==> config.mk <==
export PLATFORM = sky130hd
export DESIGN_NAME = postfix_stream_evaluator
export DESIGN_NICKNAME = d
export VERILOG_FILES = /design/src/rtl/postfix_stream_evaluator.sv
export SDC_FILE = /design/constraint.sdc
export NUM_CORES = 2
export LEC_CHECK = 0
export ABC_AREA = 0
export CAP_MARGIN = 25
export CELL_PAD_IN_SITES_DETAIL_PLACEMENT = 1
export CELL_PAD_IN_SITES_GLOBAL_PLACEMENT = 1
export CORE_MARGIN = 4
export CORE_UTILIZATION = 50
export CTS_CLUSTER_SIZE = 28
export DETAILED_ROUTE_END_ITERATION = 10
export GPL_TIMING_DRIVEN = 1
export PLACE_DENSITY = 0.9
export SLEW_MARGIN = 20
export SYNTH_ARGS = -nofsm -noshare
export SYNTH_HDL_FRONTEND = slang
export SYNTH_SLANG_ARGS = --single-unit
export TNS_END_PERCENT = 30
==> constraint.sdc <==
create_clock -name clk -period 41.3 [get_ports clk]
set_input_delay 8.26 -clock clk [delete_from_list [all_inputs] [get_ports clk]]
set_output_delay 8.26 -clock clk [all_outputs]
set_load 0.01 [all_outputs]
==> src/rtl/postfix_stream_evaluator.sv <==
// Purpose : evaluates postfix token streams on a DEPTH-entry signed stack; one result per expression.
// Latency : operand 1 cycle, operator 2 cycles (accept + EXEC); End accepted at edge N -> res_valid in cycle N+1.
// Backpr. : tok_ready drops during EXEC and while a result waits; the result is held stable until res_ready.
//
// Ports:
//   clk, rst_n                      clock, asynchronous active-low reset
//   tok_valid/tok_ready             token handshake
//   tok_kind                        00 operand, 01 operator, 10 end, 11 illegal
//   tok_op                          00 add, 01 sub, 10 mul, 11 illegal
//   tok_data                        operand value
//   res_valid/res_ready             result handshake
//   res_data                        expression value, 0 when any error bit is set
//   res_err                         [0] overflow, [1] underflow/unbalanced, [2] illegal token
//   res_ovf                         arithmetic overflow seen in this expression
//   depth_o                         registered stack occupancy
//
// Build option: define EVAL_SAT_EN to saturate overflowing arithmetic instead of wrapping.
module postfix_stream_evaluator #(
    parameter int WIDTH = 32,
    parameter int DEPTH = 16,
    localparam int SP_W = $clog2(DEPTH + 1)
) (
    input  logic             clk,
    input  logic             rst_n,
    input  logic             tok_valid,
    output logic             tok_ready,
    input  logic [1:0]       tok_kind,
    input  logic [1:0]       tok_op,
    input  logic [WIDTH-1:0] tok_data,
    output logic             res_valid,
    input  logic             res_ready,
    output logic [WIDTH-1:0] res_data,
    output logic [2:0]       res_err,
    output logic             res_ovf,
    output logic [SP_W-1:0]  depth_o
);

    localparam int IDX_W = (DEPTH > 1) ? $clog2(DEPTH) : 1;

    localparam logic [SP_W-1:0] SP_ONE  = SP_W'(1);
    localparam logic [SP_W-1:0] SP_TWO  = SP_W'(2);
    localparam logic [SP_W-1:0] SP_FULL = SP_W'(DEPTH);

    localparam logic [1:0] KIND_OPND = 2'b00;
    localparam logic [1:0] KIND_OPER = 2'b01;
    localparam logic [1:0] KIND_END  = 2'b10;

    localparam logic [1:0] OP_ADD = 2'b00;
    localparam logic [1:0] OP_SUB = 2'b01;
    localparam logic [1:0] OP_MUL = 2'b10;
    localparam logic [1:0] OP_ILL = 2'b11;

    typedef enum logic [1:0] {
        ST_ACCEPT  = 2'd0,
        ST_EXEC    = 2'd1,
        ST_DISCARD = 2'd2,
        ST_RESULT  = 2'd3
    } state_t;

    state_t            state_q, state_d;
    logic [SP_W-1:0]   sp_q, sp_d;
    logic [2:0]        err_q, err_d;
    logic              ovf_q, ovf_d;
    logic [1:0]        op_q, op_d;

    logic [WIDTH-1:0]  stack_q [DEPTH];

    logic              tok_fire;
    logic              push_en;
    logic              exec_en;

    logic [SP_W-1:0]   sp_m1;
    logic [SP_W-1:0]   sp_m2;
    logic [IDX_W-1:0]  idx_push;
    logic [IDX_W-1:0]  idx_a;
    logic [IDX_W-1:0]  idx_b;

    logic [WIDTH-1:0]   opnd_a;
    logic [WIDTH-1:0]   opnd_b;
    logic [2*WIDTH-1:0] a_ext;
    logic [2*WIDTH-1:0] b_ext;
    logic [2*WIDTH-1:0] exact;
    logic               alu_ovf;
    logic [WIDTH-1:0]   alu_res;

    // ------------------------------------------------------------------
    // Stack addressing: push goes to stack[sp], EXEC reads the top two
    // entries and writes the result back into the lower one.
    // ------------------------------------------------------------------
    assign sp_m1    = sp_q - SP_ONE;
    assign sp_m2    = sp_q - SP_TWO;
    assign idx_push = sp_q[IDX_W-1:0];
    assign idx_b    = sp_m1[IDX_W-1:0];
    assign idx_a    = sp_m2[IDX_W-1:0];

    assign opnd_a = stack_q[idx_a];
    assign opnd_b = stack_q[idx_b];

    // Sign-extend to double width so add, sub and mul are all exact; the
    // low 2*WIDTH bits of the product of sign-extended values are the true
    // signed product.
    assign a_ext = {{WIDTH{opnd_a[WIDTH-1]}}, opnd_a};
    assign b_ext = {{WIDTH{opnd_b[WIDTH-1]}}, opnd_b};

    always_comb begin
        exact = '0;
        case (op_q)
            OP_ADD:  exact = a_ext + b_ext;
            OP_SUB:  exact = a_ext - b_ext;
            OP_MUL:  exact = a_ext * b_ext;
            default: exact = '0;
        endcase
    end

    // The exact value fits in WIDTH when the upper WIDTH+1 bits are all
    // copies of the result sign bit.
    assign alu_ovf = !((&exact[2*WIDTH-1:WIDTH-1]) || (~|exact[2*WIDTH-1:WIDTH-1]));

`ifdef EVAL_SAT_EN
    always_comb begin
        alu_res = exact[WIDTH-1:0];
        if (alu_ovf) begin
            alu_res = exact[2*WIDTH-1] ? {1'b1, {(WIDTH-1){1'b0}}}
                                       : {1'b0, {(WIDTH-1){1'b1}}};
        end
    end
`else
    assign alu_res = exact[WIDTH-1:0];
`endif

    // ------------------------------------------------------------------
    // Control FSM
    // ------------------------------------------------------------------
    assign tok_fire = tok_valid && tok_ready;

    always_comb begin
        state_d = state_q;
        sp_d    = sp_q;
        err_d   = err_q;
        ovf_d   = ovf_q;
        op_d    = op_q;
        push_en = 1'b0;
        exec_en = 1'b0;

        case (state_q)
            ST_ACCEPT: begin
                if (tok_fire) begin
                    case (tok_kind)
                        KIND_OPND: begin
                            if (sp_q == SP_FULL) begin
                                err_d[0] = 1'b1;
                                state_d  = ST_DISCARD;
                            end else begin
                                push_en = 1'b1;
                                sp_d    = sp_q + SP_ONE;
                            end
                        end
                        KIND_OPER: begin
                            // An illegal opcode is reported as such even
                            // when the stack would also underflow.
                            if (tok_op == OP_ILL) begin
                                err_d[2] = 1'b1;
                                state_d  = ST_DISCARD;
                            end else if (sp_q < SP_TWO) begin
                                err_d[1] = 1'b1;
                                state_d  = ST_DISCARD;
                            end else begin
                                op_d    = tok_op;
                                state_d = ST_EXEC;
                            end
                        end
                        KIND_END: begin
                            if (sp_q != SP_ONE) begin
                                err_d[1] = 1'b1;
                            end
                            state_d = ST_RESULT;
                        end
                        default: begin
                            err_d[2] = 1'b1;
                            state_d  = ST_DISCARD;
                        end
                    endcase
                end
            end

            ST_EXEC: begin
                exec_en = 1'b1;
                sp_d    = sp_m1;
                if (alu_ovf) begin
                    ovf_d = 1'b1;
                end
                state_d = ST_ACCEPT;
            end

            ST_DISCARD: begin
                // Tokens are swallowed; only End matters. Error bits stay as
                // they were when the first error was seen.
                if (tok_fire && (tok_kind == KIND_END)) begin
                    state_d = ST_RESULT;
                end
            end

            ST_RESULT: begin
                if (res_ready) begin
                    sp_d    = '0;
                    err_d   = '0;
                    ovf_d   = 1'b0;
                    state_d = ST_ACCEPT;
                end
            end

            default: state_d = ST_ACCEPT;
        endcase
    end

    always_ff @(posedge clk or negedge rst_n) begin
        if (!rst_n) begin
            state_q <= ST_ACCEPT;
            sp_q    <= '0;
            err_q   <= '0;
            ovf_q   <= 1'b0;
            op_q    <= OP_ADD;
        end else begin
            state_q <= state_d;
            sp_q    <= sp_d;
            err_q   <= err_d;
            ovf_q   <= ovf_d;
            op_q    <= op_d;
        end
    end

    // Stack storage is pure datapath; occupancy (sp) guards every read, so
    // it needs no reset.
    always_ff @(posedge clk) begin
        if (push_en) begin
            stack_q[idx_push] <= tok_data;
        end else if (exec_en) begin
            stack_q[idx_a] <= alu_res;
        end
    end

    // ------------------------------------------------------------------
    // Outputs: all decoded from registered state, hence stable while a
    // result is waiting for res_ready.
    // ------------------------------------------------------------------
    assign tok_ready = rst_n && ((state_q == ST_ACCEPT) || (state_q == ST_DISCARD));
    assign res_valid = (state_q == ST_RESULT);
    assign res_data  = (res_valid && (err_q == 3'b000)) ? stack_q[0] : '0;
    assign res_err   = res_valid ? err_q : 3'b000;
    assign res_ovf   = res_valid && ovf_q;
    assign depth_o   = sp_q;

endmodule

# Word level (Yosys, flattened, before mapping)
# Memories as Yosys holds them, arrays and structs flattened.
# Index checks and enable logic that the tools add are counted.
[classes] addsub=5 multipliers=1 n_lt_le_gt_ge=1 n_eq_ne=24 muxes=43 bitwise=2 reduce_logical=26
[ops] operator="one-hot mux 64 bit (3 select lines)" count=1
[ops] operator="multiplier 32 x 32 -> 64 bit" count=1
[ops] operator="two-way mux 32 bit" count=2
[ops] operator="adder 32 x 32 -> 33 bit" count=1
[ops] operator="AND reduction 33 bit" count=1
[ops] operator="OR reduction 33 bit" count=1
[ops] operator="subtractor 32 x 32 -> 33 bit" count=1
[ops] operator="OR reduction 32 bit" count=1
[ops] operator="two-way mux 5 bit" count=4
[ops] operator="AND reduction 5 bit" count=4
[ops] operator="two-way mux 1 bit" count=19
[ops] operator="inequality test 3 bit, second input constant" count=5
[ops] operator="one-hot mux 5 bit (3 select lines)" count=1
[ops] operator="two-way mux 2 bit" count=6
[ops] operator="inequality test 2 bit, second input constant" count=6
[ops] operator="== test 2 bit, second input constant" count=5
[ops] operator="two-way mux 3 bit" count=3
[ops] operator="one-hot mux 2 bit (4 select lines)" count=1
[ops] operator="AND reduction 7 bit" count=1
[ops] operator="== test 2 x 1 -> 1 bit, second input constant" count=3
[ops] operator="zero test 2 bit" count=3
[ops] operator="one-hot mux 1 bit (2 select lines)" count=3
[ops] operator="one-hot mux 2 bit (3 select lines)" count=1
[ops] operator="one-hot mux 3 bit (2 select lines)" count=1
[ops] operator="19 further kinds" count=27
[totals] regBits=13 mem_bits_rw=512 inputBits=40 out_inout_bits=43 wordCells=110 mem_count=1
[memory_table] memory="stack_q" depth=16 width=32 read_ports=3 rd_clocked_by_memory_dff=0 wr=1 line="66" text="logic [WIDTH-1:0] stack_q [DEPTH];"

# Depth between registers and ports, before layout
[depth] ltp_word=10 depth_mapped=49 depth_no_buf=38

# Worst setup path after synthesis
# Ideal clock, no wire load.
[synth_path] kind="input-to-output" start="in rst_n" end="out tok_ready" arrival_ns=8.457 t_required_ns=33.040 setup_slack_ns=24.583 stages=1 n_path_buf=0 path_cell_list="nor2b_1"
[synth_between] elab_chain_cells=1
[synth_rtl] element="from (decl)" line="24" text="input logic rst_n,"
[synth_rtl] element="logical AND 1 bit" line="246" text="assign tok_ready = rst_n && ((state_q == ST_ACCEPT) || (state_q == ST_DISCARD));"
[synth_rtl] element="to (decl)" line="26" text="output logic tok_ready,"
# No other way between the ends.

# Worst setup path in the final report
# Ends and elaborated chain as after synthesis.

==> flow_summary.toml <==
[clock_network]
cts-root-buf = "clkbuf_16"
postCtsSetupRepairBufs = 0
ctsHoldBuffers = 0
worst_skew_pair.late_latency_ns = 0.64
cts_tree = "yes"
cts_buffer_depth = 3
cts_resized = 0
cts.reportedPaths.clkPinSlew_ns = 0.06
cts_buffers = 53
cts_sinks = 525
h-tree-depth = 2

[setup_path]
crit_type = "in2out"
start_kind = "input port"
arrival_ns = 10.08
crit_required_ns = 33.04
crit_path_end_kind = "output port"
critPathMaxFanout = 18

[run]
drv_cap = 0

[routing]
top_layer_used = "met5"
dr.pass1.iters = 6
ant_nets = 0
met1_length_mm = 79.5
met3_length_mm = 30.6
vias_per_cell = 6.82
drtIter0Drc = 6179
dr_wl_met2_mm = 115
num_vias = 48787
routedWlPerCell_um = 34.9
wirelength_mm = 250
drcViolationCount = 0

[final_layout]
final_nets = 6837
drive_gt1_frac = 0.101
area_delta_synth_final_pct = 7.40

[synth]
synth_area_leader_cell = "fa_1"
ys.flop_type = "edfxtp_1"
synth-seq-area-share = 0.248
syn_area_per_cell_sq_um = 11.4
synth_top_area_share = 0.343
synthArstFlopShare = 0.0248
yosys.cell_types.count = 85
synth-warning-count = 0
synthCells = 5521
synth_common_cells = "1084 x fa_1, 806 x inv_1, 772 x nand2_1"
synth_edf_count = 512
syn_nets = 6908
synth.top_cells.by_area = "fa_1 34%, edfxtp_1 24%, mux4_2 11%"
syn_area_sq_um = 63200
yosysMostFrequentCell = "fa_1"
ys_ff_latch = 525

[floorplanning]
die_area_sq_um = 132000
fp.dieW_um = 363
fp.coreArea_sq_um = 126000
die_h_um = 363
num_rows = 130
start_util = 0.503
io_pins = 83

[timing]
setup_ws_ns = 22.96
setup_violations = 0
period_share = 0.444
fin_worst_hold_slack_ns = 0.591
fin_tns_setup_ns = 0
post-route-min-period_ns = 18.34
rsz0062_at_grt = "false"
finClkSkew_ns = 0.0315
slew_viol_final = 0
fmax_ghz = 0.0545
relSlewSlack = 0.144
tightest_slew_ns = 1.28
hold_violations = 0

[grt]
grt_pass1_wl_mm = 366
grt_max_degree = 125
grt.overflow.total = 0
antenna_found_initial = 15
track_usage = 0.381
first_global_vias = 55243

[place]
place_congestion = 0.959
dpl.hpwl_mm = 177
numPortBuffers = 82
place_ws_ns = 22.96

[status]
status = "completed"

[hold_path]
hp-class = "reg2reg"
-- per-stage QoR --
| stage | area, sq um | cells | util |
|---|---|---|---|
| 2_1_floorplan | 63200 | 5521 | - |
| 3_3_place_gp | 65900 | 7040 | 0.525 |
| 3_5_place_dp | 65900 | 7041 | 0.525 |
| 4_1_cts | 67700 | 7140 | 0.539 |
| 5_1_grt | 67800 | 7144 | 0.540 |
| 6_report | 67900 | 7156 | 0.540 |
-- logic make-up after synthesis --
kind of cell,Yosys count,share of synthesized area
adder cells (fa/ha/maj),1347,0.396
flip-flops,525,0.248
XOR/XNOR,101,0.0140
AND/OR/NAND/NOR,1566,0.109
AO/OA/AOI/OAI,529,0.0551
multiplexers,316,0.110
buffers and inverters,1137,0.0681
-- final timing paths --
kind	from	cells past startpoint	end	slack, ns
max	rst_n	3	tok_ready	22.96
min in group asynchronous	rst_n	1	depth_o[0]$_DFFE_PN0P_	8.10
min reg2reg	err_q[2]$_DFFE_PN0P_	2	err_q[2]$_DFFE_PN0P_	0.59
max reg2reg	depth_o[0]$_DFFE_PN0P_	37	ovf_q$_DFFE_PN0P_	26.36
min	err_q[2]$_DFFE_PN0P_	2	err_q[2]$_DFFE_PN0P_	0.59
max in group asynchronous	rst_n	1	depth_o[1]$_DFFE_PN0P_	32.60
-- cell type report --
class                      count  area (sq um)
multi-input combinational   3859         43500
clock buffer                  68          1430
sequential                   525         15700
timing repair buffer         189          1700
fill                       12944         57700
antenna                       12          30.0
clock inverter                31           360
inverter                     822          3090
tap                         1650          2060
-- registers in the layout (all words and copies together), names as in the netlist --
name and flops:
err_q 3, stack_q 512, ovf_q 1, op_q 2, state_q 2, depth_o 5
-- worst max-delay path, stage by stage --
cell             delay, ns
clkdlybuf4s50_1       1.02
nor2b_1               0.23
clkdlybuf4s50_1       0.57
-- layout by cell type (no fill, tap or decap), types with 13 or more instances in the layout --
master / n
a21oi_1: 141
nor2_4: 16
nand4_1: 19
nor3_1: 26
o31ai_1: 13
nor4_1: 13
o21bai_1: 20
a211oi_1: 20
fa_1: 1084
nor2b_1: 110
clkdlybuf4s50_1: 82
nand3_1: 37
o221ai_1: 25
edfxtp_1: 512
xor2_1: 35
nand2b_1: 26
a31oi_1: 19
ha_1: 260
and2_1: 122
xnor2_1: 63
o21ai_0: 91
o211ai_1: 13
nand2_1: 772
o21a_1: 31
nor2_1: 365
clkinv_1: 22
inv_1: 806
mux4_2: 301
a21o_1: 46
buf_4: 101
clkbuf_16: 55
clkbuf_1: 13
-- layer usage --
layer	global-route usage	vias up
li1	-	18053
met4	0.300	12
met5	0	-
met1	0.435	25032
met2	0.603	4192
met3	0.112	1498
Power is not shown: default switching activity piles up to over one toggle a cycle in this logic, so the estimate is an artifact.
